File: src/rtl/fp32_pkg.sv
// fp32_pkg: shared constants, field widths and FSM state type for the
// fp32 arithmetic blocks (fp32add, fp32sub_seq, fp32_lzc).
package fp32_pkg;

  localparam logic [31:0] FP32_QNAN = 32'h7FC0_0000;
  localparam logic [31:0] FP32_PINF = 32'h7F80_0000;
  localparam logic [31:0] FP32_NINF = 32'hFF80_0000;
  localparam int unsigned FP32_BIAS = 127;

  localparam int unsigned EXP_W = 8;
  localparam int unsigned MAN_W = 23;
  // Extended significand: hidden bit + fraction + guard/round/sticky.
  localparam int unsigned EXT_W = MAN_W + 4;

  typedef enum logic [2:0] {
    ST_IDLE  = 3'd0,
    ST_ALIGN = 3'd1,
    ST_ADD   = 3'd2,
    ST_NORM  = 3'd3,
    ST_DONE  = 3'd4
  } fsm_state_e;

endpackage

File: src/rtl/fp32_lzc.sv
// fp32_lzc: combinational leading-zero counter over the 27-bit extended
// significand (hidden + 23 fraction + G/R/S).
//   value : extended significand
//   count : number of leading zeros (27 when value is zero)
module fp32_lzc
  import fp32_pkg::*;
(
  input  logic [EXT_W-1:0] value,
  output logic [4:0]       count
);

  always_comb begin
    count = 5'(EXT_W);
    // Ascending scan: the highest set bit is the last one to win.
    for (int unsigned i = 0; i < EXT_W; i++) begin
      if (value[i]) count = 5'(EXT_W - 1 - i);
    end
  end

endmodule

File: src/rtl/fp32sub_seq.sv
// fp32sub_seq: multi-cycle IEEE-754 single-precision subtractor, result = a - b.
// Denormals flush to zero, round to nearest even, canonical quiet NaN.
//   clk, rst_n           : clock, asynchronous active-low reset
//   in_valid / in_ready  : operand handshake (a minuend, b subtrahend)
//   out_valid / out_ready: result handshake, result held until accepted
module fp32sub_seq
  import fp32_pkg::*;
(
  input  logic        clk,
  input  logic        rst_n,
  input  logic        in_valid,
  output logic        in_ready,
  input  logic [31:0] a,
  input  logic [31:0] b,
  output logic        out_valid,
  input  logic        out_ready,
  output logic [31:0] result
);

  fsm_state_e        state_q, state_d;
  logic [31:0]       opa_q, opa_d, opb_q, opb_d;
  logic              sign_q, sign_d, eff_sub_q, eff_sub_d;
  logic [EXP_W-1:0]  exp_q, exp_d;
  logic [EXT_W-1:0]  man_l_q, man_l_d, man_s_q, man_s_d;
  logic              special_q, special_d;
  logic [31:0]       spec_val_q, spec_val_d;
  logic [EXT_W:0]    sum_q, sum_d;
  logic [EXT_W-1:0]  norm_q, norm_d;
  logic signed [9:0] nexp_q, nexp_d;
  logic              rnd_q, rnd_d;
  logic [31:0]       result_q, result_d;

  logic [EXP_W-1:0]  exp_a, exp_b, exp_s, diff;
  logic              a_nan, b_nan, a_inf, b_inf, a_zero, b_zero, swap, up;
  logic [EXT_W-1:0]  ext_a, ext_b, raw_s, shifted, mask;
  logic [MAN_W+1:0]  mant;
  logic signed [9:0] rexp;
  logic [4:0]        lz;

  fp32_lzc u_lzc (
    .value (sum_q[EXT_W-1:0]),
    .count (lz)
  );

  assign in_ready  = (state_q == ST_IDLE);
  assign out_valid = (state_q == ST_DONE);
  assign result    = result_q;

  always_comb begin
    state_d    = state_q;
    opa_d      = opa_q;
    opb_d      = opb_q;
    sign_d     = sign_q;
    eff_sub_d  = eff_sub_q;
    exp_d      = exp_q;
    man_l_d    = man_l_q;
    man_s_d    = man_s_q;
    special_d  = special_q;
    spec_val_d = spec_val_q;
    sum_d      = sum_q;
    norm_d     = norm_q;
    nexp_d     = nexp_q;
    rnd_d      = rnd_q;
    result_d   = result_q;

    exp_a   = opa_q[30:23];
    exp_b   = opb_q[30:23];
    a_nan   = (exp_a == '1) && (opa_q[22:0] != '0);
    b_nan   = (exp_b == '1) && (opb_q[22:0] != '0);
    a_inf   = (exp_a == '1) && (opa_q[22:0] == '0);
    b_inf   = (exp_b == '1) && (opb_q[22:0] == '0);
    a_zero  = (exp_a == '0);
    b_zero  = (exp_b == '0);
    ext_a   = a_zero ? '0 : {1'b1, opa_q[22:0], 3'b000};
    ext_b   = b_zero ? '0 : {1'b1, opb_q[22:0], 3'b000};
    swap    = (b_zero ? 31'd0 : opb_q[30:0]) > (a_zero ? 31'd0 : opa_q[30:0]);
    exp_s   = swap ? exp_a : exp_b;
    raw_s   = swap ? ext_a : ext_b;
    diff    = (swap ? exp_b : exp_a) - exp_s;
    shifted = raw_s >> diff;
    mask    = '1;
    mask    = ~(mask << diff);
    up      = norm_q[2] & (norm_q[1] | norm_q[0] | norm_q[3]);
    mant    = {1'b0, norm_q[EXT_W-1:3]} + 25'(up);
    rexp    = nexp_q + $signed({9'b0, mant[MAN_W+1]});

    unique case (state_q)
      ST_IDLE: begin
        if (in_valid) begin
          opa_d   = a;
          opb_d   = {~b[31], b[30:0]};
          state_d = ST_ALIGN;
        end
      end
      ST_ALIGN: begin
        sign_d    = swap ? opb_q[31] : opa_q[31];
        exp_d     = swap ? exp_b : exp_a;
        man_l_d   = swap ? ext_b : ext_a;
        eff_sub_d = opa_q[31] ^ opb_q[31];
        if (diff >= 8'd26) man_s_d = {{(EXT_W-1){1'b0}}, |raw_s};
        else               man_s_d = {shifted[EXT_W-1:1], shifted[0] | (|(raw_s & mask))};
        special_d  = 1'b1;
        spec_val_d = '0;
        if (a_nan || b_nan)       spec_val_d = FP32_QNAN;
        else if (a_inf && b_inf)  spec_val_d = eff_sub_d ? FP32_QNAN : opa_q;
        else if (a_inf)           spec_val_d = opa_q;
        else if (b_inf)           spec_val_d = opb_q;
        else if (a_zero && b_zero) spec_val_d = {opa_q[31] & opb_q[31], 31'd0};
        else                      special_d = 1'b0;
        state_d = ST_ADD;
      end
      ST_ADD: begin
        if (eff_sub_q) sum_d = {1'b0, man_l_q} - {1'b0, man_s_q};
        else           sum_d = {1'b0, man_l_q} + {1'b0, man_s_q};
        rnd_d   = 1'b0;
        state_d = ST_NORM;
      end
      ST_NORM: begin
        // NORM spans two cycles: normalise first, then round and register the
        // final word, keeping the shifter and the rounding adder on separate paths.
        if (!rnd_q) begin
          if (sum_q[EXT_W]) begin
            norm_d = {sum_q[EXT_W:2], sum_q[1] | sum_q[0]};
            nexp_d = $signed({2'b00, exp_q}) + 10'sd1;
          end else begin
            norm_d = sum_q[EXT_W-1:0] << lz;
            nexp_d = $signed({2'b00, exp_q}) - $signed({5'b00000, lz});
          end
          rnd_d = 1'b1;
        end else begin
          if (special_q)              result_d = spec_val_q;
          else if (norm_q == '0)      result_d = '0;
          else if (nexp_q <= 10'sd0)  result_d = {sign_q, 31'd0};
          else if (rexp >= 10'sd255)  result_d = sign_q ? FP32_NINF : FP32_PINF;
          else if (mant[MAN_W+1])     result_d = {sign_q, rexp[7:0], mant[MAN_W:1]};
          else                        result_d = {sign_q, rexp[7:0], mant[MAN_W-1:0]};
          state_d = ST_DONE;
        end
      end
      ST_DONE: begin
        if (out_ready) state_d = ST_IDLE;
      end
      default: state_d = ST_IDLE;
    endcase
  end

  always_ff @(posedge clk or negedge rst_n) begin
    if (!rst_n) begin
      state_q    <= ST_IDLE;
      opa_q      <= '0;
      opb_q      <= '0;
      sign_q     <= 1'b0;
      eff_sub_q  <= 1'b0;
      exp_q      <= '0;
      man_l_q    <= '0;
      man_s_q    <= '0;
      special_q  <= 1'b0;
      spec_val_q <= '0;
      sum_q      <= '0;
      norm_q     <= '0;
      nexp_q     <= '0;
      rnd_q      <= 1'b0;
      result_q   <= '0;
    end else begin
      state_q    <= state_d;
      opa_q      <= opa_d;
      opb_q      <= opb_d;
      sign_q     <= sign_d;
      eff_sub_q  <= eff_sub_d;
      exp_q      <= exp_d;
      man_l_q    <= man_l_d;
      man_s_q    <= man_s_d;
      special_q  <= special_d;
      spec_val_q <= spec_val_d;
      sum_q      <= sum_d;
      norm_q     <= norm_d;
      nexp_q     <= nexp_d;
      rnd_q      <= rnd_d;
      result_q   <= result_d;
    end
  end

endmodule

File: config.mk
export PLATFORM = sky130hd
export DESIGN_NAME = fp32sub_seq
export DESIGN_NICKNAME = d
export VERILOG_FILES = /design/src/rtl/fp32_pkg.sv /design/src/rtl/fp32_lzc.sv /design/src/rtl/fp32sub_seq.sv
export SDC_FILE = /design/constraint.sdc
export NUM_CORES = 1
export LEC_CHECK = 0
export CAP_MARGIN = 20
export CORE_UTILIZATION = 30
export CTS_BUF_LIST = sky130_fd_sc_hd__clkbuf_2 sky130_fd_sc_hd__clkbuf_4 sky130_fd_sc_hd__clkbuf_8
export DETAILED_ROUTE_END_ITERATION = 10
export PLACE_DENSITY = 0.56
export SLEW_MARGIN = 25
export SYNTH_ARGS = -nofsm -noshare
export SYNTH_HDL_FRONTEND = slang
export SYNTH_SLANG_ARGS = --single-unit
File: constraint.sdc
create_clock -name clk -period 9.8 [get_ports clk]
set_input_delay 1.96 -clock clk [delete_from_list [all_inputs] [get_ports clk]]
set_output_delay 1.96 -clock clk [all_outputs]
set_load 0.05 [all_outputs]
==> results.yml, run 1 <==
synth:
  synth_seq_cells: 259
  synth-seq-area-share: 0.353
  syn_nets: 2497
  yosysUniqueCellTypes: 90
  yosys-top-cells-area: "dfrtp_1 (35%), nand2_1 (9.8%), o21ai_0 (5.2%)"
  yosysWarnings: 0
  netlist_instances: 2361
  yosysTopAreaCellShare: 0.353
  avgSynthCellArea_sq_um: 7.77
  synth_area_sq_um: 18400
  synthArstFlopShare: 1.00
  synthFlopType: "dfrtp_1"
  synth_edf_count: 0
  yosysTopAreaCell: "dfrtp_1"
critical_path:
  end_kind: "register"
  reg2reg_depth: 21
  cp.arrival_ns: 6.67
  critPathLaunchType: "register"
  critical_path_required_ns: 10.33
  path_cells: "nor4_1, nand2_1, buf_4, and2_1, ha_1, nand2_1, or4_4, or2_1, a211oi_2, o21ai_0, and2_1, ha_1, a31oi_1, o22ai_1, o2111a_1, nor4b_2, nor2_1, a211oi_4, nand3_1, or3_1, o311ai_1"
  cp_slowest_stage_delay_ns: 0.51
  path_max_fanout: 34
  critPathSlowestCell: "dfrtp_1"
  worst-setup-path-type: "register to register"
final_layout:
  final_common_cell: "nand2_1"
  area.growth.synth_to_final_pct: 14.9
  mostFrequentLayoutCells: "nand2_1 (477), dfrtp_1 (259), nor2_1 (216)"
  diodes: 0
  drive_above_1_share: 0.0703
  final_nets: 2517
die:
  io_pins: 102
  die_area_sq_um: 62200
  initial_core_util: 0.304
  fp.dieH_um: 249
  fp.coreArea_sq_um: 60400
  die_w_um: 249
  placementRows: 90
detailed_routing:
  wl_per_cell_um: 19.2
  avgViaCountPerCell: 5.38
  drtIter0Drc: 1418
  drtAntennaViolNets: 0
  drt_wl_total_mm: 61.3
  drc: 0
  firstDrtPassIters: 6
  num_vias: 17221
sta:
  finalSetupViolations: 0
  tightest_slew_ns: 1.08
  finalHoldViolCount: 0
  slew_violations: 0
  min_period_ns: 6.14
  min_period_over_period: 0.627
  grt_setup_unrepaired: "false"
  skew_ns: 0.0323
  fmax_ghz: 0.163
  tns_ns: 0
  relSlewSlack: 0.277
cts:
  clockBufferDepth: 3
  clock_latency_ns: 0.64
  cts-root-buf: "clkbuf_8"
  clock_sinks: 259
  cts_buffers: 47
  htreeDepth: 2
  cts_hold_buf: 0
  cts_tree: "built"
  post_cts_resized: 0
  post_cts_buffers: 0
  clk_pin_slew_worst_paths_ns: 0.06
global_routing:
  use_met3: 0.0245
  grt_pass1_vias: 16654
  antenna_found_initial: 0
  overflow: 0
  use_met2: 0.321
  grt_start_max_net_pins: 117
  grt_pass1_wl_mm: 96.4
  track_usage: 0.195
  busiest_layer: "met2"
  grt_use_met1: 0.257
place:
  gp_congestion: 1.00
  numPortBuffers: 101
  dp_hpwl_mm: 46.0
job:
  cap_violations: 0
min_path:
  worstHoldPathCells: 2
  hold_class: "register to register"
run_status:
  status: "completed"
path summary, 6_finish.rpt:
check,start,end,slack [ns]
worst max-delay path,opb_q[26]$_DFFE_PN0P_,man_s_q[10]$_DFFE_PN0P_,3.66
worst min-delay path,result[7]$_DFFE_PN0P_,result[7]$_DFFE_PN0P_,0.47
worst max register to register,opb_q[26]$_DFFE_PN0P_,man_s_q[10]$_DFFE_PN0P_,3.66
worst min register to register,result[7]$_DFFE_PN0P_,result[7]$_DFFE_PN0P_,0.47
max in group asynchronous,rst_n,opb_q[4]$_DFFE_PN0P_,7.17
min in group asynchronous,rst_n,man_l_q[9]$_DFFE_PN0P_,1.17
critical path: cells and delay by family, from the launching register on:
kind	cells	cell delay [ns]
simple gates	11	3.07
compound gates	7	1.69
fa+ha+maj	2	0.52
flops	1	0.51
buf+inv	1	0.25
state kept, by name, summed over array words and instances (netlist names):
name	flops
eff_sub_q	1
exp_q	8
man_l_q	24
man_s_q	27
nexp_q	10
norm_q	27
opa_q	32
opb_q	32
result	32
rnd_q	1
sign_q	1
spec_val_q	32
special_q	1
state_q	3
sum_q	28
metal layers:
metal | vias to the layer above | part of all wire
met2 | 490 | 0.47
li1 | 8355 | -
met5 | - | 0
met3 | 102 | 0.044
met1 | 8274 | 0.45
met4 | 0 | 0.040
logic make-up (layout without fill, tap and decap cells):
logic type,after synthesis,count (layout),synth area share
AOI/OAI and AO/OA,608,608,0.206
buffers and inverters,214,270,0.0449
adders and majority gates,70,70,0.0479
DFF,259,259,0.353
and+or+nand+nor,1027,1027,0.250
muxes,96,96,0.0561
xor gates and xnor gates,87,87,0.0415
synth_stat cells, types with 4 or more instances:
| library cell | instances |
|---|---|
| o31ai_1 | 15 |
| xor2_1 | 34 |
| o22ai_1 | 8 |
| buf_1 | 9 |
| a22o_1 | 5 |
| a21o_1 | 12 |
| nor3_1 | 54 |
| a31o_2 | 4 |
| a2bb2oi_1 | 7 |
| mux2i_1 | 77 |
| nor2_1 | 219 |
| nor3b_1 | 4 |
| a21oi_1 | 168 |
| o211ai_1 | 15 |
| nor2b_1 | 16 |
| o21bai_1 | 11 |
| xnor2_1 | 53 |
| a21boi_0 | 15 |
| and2_1 | 49 |
| a211o_1 | 7 |
| and3_1 | 17 |
| nand3_1 | 70 |
| or3_1 | 10 |
| nand2_1 | 478 |
| o21a_1 | 13 |
| ha_1 | 67 |
| or2_2 | 7 |
| o22a_1 | 6 |
| mux4_2 | 4 |
| mux2_2 | 15 |
| a211oi_1 | 19 |
| a31oi_1 | 28 |
| o221ai_1 | 8 |
| nor4_1 | 32 |
| clkbuf_1 | 137 |
| buf_2 | 8 |
| o31a_1 | 4 |
| nand4_1 | 25 |
| a22oi_1 | 20 |
| inv_1 | 55 |
| o21ai_0 | 190 |
| dfrtp_1 | 259 |
| a221oi_1 | 15 |
| nand2b_1 | 25 |
final cells by class:
type | count | area, sq um
timing repair buffer | 127 | 1250
clock buffer | 74 | 912
inverter | 58 | 218
multi-input combinational | 1888 | 11100
tap | 782 | 978
clock inverter | 11 | 118
fill | 6404 | 39300
sequential | 259 | 6480
metrics by stage:
stage / hold slack [ns] / utilization / cell area [sq um] / setup slack [ns] / instances
after CTS: 0.482 / 0.348 / 21000 / 3.64 / 3197
after global placement: 0.462 / 0.331 / 20000 / 3.70 / 3112
after detailed placement: 0.469 / 0.331 / 20000 / 3.66 / 3112
after floorplan: 0.451 / - / 18400 / 4.27 / 2361
after global routing: 0.501 / 0.349 / 21100 / 3.28 / 3199
final: 0.473 / 0.349 / 21100 / 3.66 / 3199
Power of run 1 is left out: the tool's default activity adds up to more than one toggle a clock period on the data nets, which glitch-free logic cannot reach.
==> run 2, diff against run 1 <==
clock period = 5.7 ns   (was 9.8 ns; I/O delays follow)
==> run 2 against run 1 <==
Compared with the run above: count of clock-buffer cells in the layout increased by 2; core utilization up 0.73 points; final cell count up 1.4%; flip-flop and latch count is the same; final area grew 2.1%; routed wire length is 2.9% higher; die area is the same; clock skew increased by 0.0083 ns; sequential share of layout area is 0.63 points lower; largest cell class unchanged.
==> results.yml, run 2 (synthesis gave the netlist of run 1 again) <==
run_status:
  status: "completed"
final_layout:
  mostFrequentLayoutCells: "nand2_1 (476), dfrtp_1 (259), nor2_1 (216)"
  final_nets: 2568
  diodes: 0
  area.growth.synth_to_final_pct: 17.3
  fin_util: 0.357
  n_fill_cell: 6349
  final_common_cell: "nand2_1"
  drive_above_1_share: 0.0877
place:
  dp_hpwl_mm: 48.3
  gp_congestion: 0.965
  numPortBuffers: 101
critical_path:
  critical_path_required_ns: 6.26
  critPathLaunchType: "register"
  end_kind: "register"
  worst-setup-path-type: "register to register"
  cp.arrival_ns: 5.89
  path_max_fanout: 27
sta:
  finalHoldViolCount: 0
  skew_ns: 0.0406
  min_period_over_period: 0.935
  slew_violations: 0
  finalSetupViolations: 0
  grt_setup_unrepaired: "false"
  tightest_slew_ns: 1.06
  min_period_ns: 5.33
  fmax_ghz: 0.188
  tns_ns: 0
  relSlewSlack: 0.291
cts:
  clock_latency_ns: 0.65
  clk_pin_slew_worst_paths_ns: 0.06
  clockBufferDepth: 3
  cts_tree: "built"
  cts_buffers: 48
  htreeDepth: 2
  cts_hold_buf: 0
  clock_sinks: 259
  cts-root-buf: "clkbuf_8"
min_path:
  hold_class: "input port to async pin"
global_routing:
  overflow: 0
  grt_pass1_vias: 16948
  grt_pass1_wl_mm: 98.4
  grt_start_max_net_pins: 99
  track_usage: 0.199
  antenna_found_initial: 1
die:
  initial_core_util: 0.304
  fp.coreArea_sq_um: 60400
  die_w_um: 249
  die_area_sq_um: 62200
  placementRows: 90
  io_pins: 102
  fp.dieH_um: 249
detailed_routing:
  wl_per_cell_um: 19.5
  firstDrtPassIters: 6
  drtIter0Drc: 1393
  drt_wl_total_mm: 63.1
  drc: 0
  avgViaCountPerCell: 5.41
  num_vias: 17548
  drtAntennaViolNets: 0
job:
  cap_violations: 0
## run 2: cell count changes in the layout (fill, tap and decap cells not counted), sizes merged
cell,previous run,this run
buf,27,77
bufinv,2,1
clkbuf,74,76
clkinv,8,2
inv,58,59
## run 2: what timing repair did
| item | in CTS | in global routing |
|---|---|---|
| setup endpoints to repair | 0 | 26 |
| buffers inserted | 0 | 5 |
| gates resized for setup | 0 | 6 |
## run 2: critical path, stage by stage (launching register included)
cell and delay [ns]:
dfrtp_1 0.37, nor4_1 0.31, nand2_1 0.22, buf_6 0.24, and2_1 0.25, ha_1 0.31, and3_1 0.19, nand4_1 0.24
nor4b_4 0.38, a211o_1 0.17, nand3_1 0.11, and2_1 0.18, ha_1 0.20, a31oi_1 0.14, o22ai_1 0.10, o2111a_1 0.28
nor4b_2 0.32, nor2_1 0.14, a211oi_4 0.36, nand2_2 0.15, or3_1 0.41, o221ai_1 0.16
## run 2: stage by stage
stage / std cells / hold WS, ns / setup slack [ns] / cell area [sq um]
floorplan: 2361 / 0.451 / 0.171 / 18400
global placement: 3159 / 0.465 / 0.260 / 20400
detailed placement: 3159 / 0.471 / 0.234 / 20400
CTS: 3240 / 0.466 / 0.176 / 21500
global route: 3245 / 0.484 / 0.00614 / 21500
finish: 3245 / 0.455 / 0.370 / 21500
## run 2: routing by layer
layer | part of all wire | up-vias | GRT usage
li1 | - | 8444 | -
met1 | 0.44 | 8431 | 0.261
met2 | 0.47 | 553 | 0.327
met3 | 0.053 | 120 | 0.0286
met4 | 0.043 | 0 | 0.0843
met5 | 0 | - | 0
## run 2: final timing paths
kind,start,end,slack (ns),cells after the start
hold / removal,rst_n,sum_q[0]$_DFFE_PN0N_,0.46,1
setup reg to reg,opb_q[26]$_DFFE_PN0P_,man_s_q[1]$_DFFE_PN0P_,0.37,21
setup / recovery,opb_q[26]$_DFFE_PN0P_,man_s_q[1]$_DFFE_PN0P_,0.37,21
max in group asynchronous,rst_n,opa_q[9]$_DFFE_PN0P_,4.08,2
min in group clk,result[17]$_DFFE_PN0P_,result[17]$_DFFE_PN0P_,0.48,2
hold reg to reg,result[17]$_DFFE_PN0P_,result[17]$_DFFE_PN0P_,0.48,2
## run 2: cell type report
| class | instances | area, sq um | area share |
|---|---|---|---|
| Tap cell | 782 | 978 | 0.0455 |
| Timing Repair Buffer | 177 | 1680 | 0.0781 |
| Clock buffer | 76 | 977 | 0.0454 |
| Sequential cell | 259 | 6480 | 0.301 |
| Inverter | 58 | 218 | 0.0101 |
| Clock inverter | 5 | 65.1 | 0.00302 |
| Multi-Input combinational cell | 1888 | 11100 | 0.517 |
Power of run 2 is left out for the same reason.
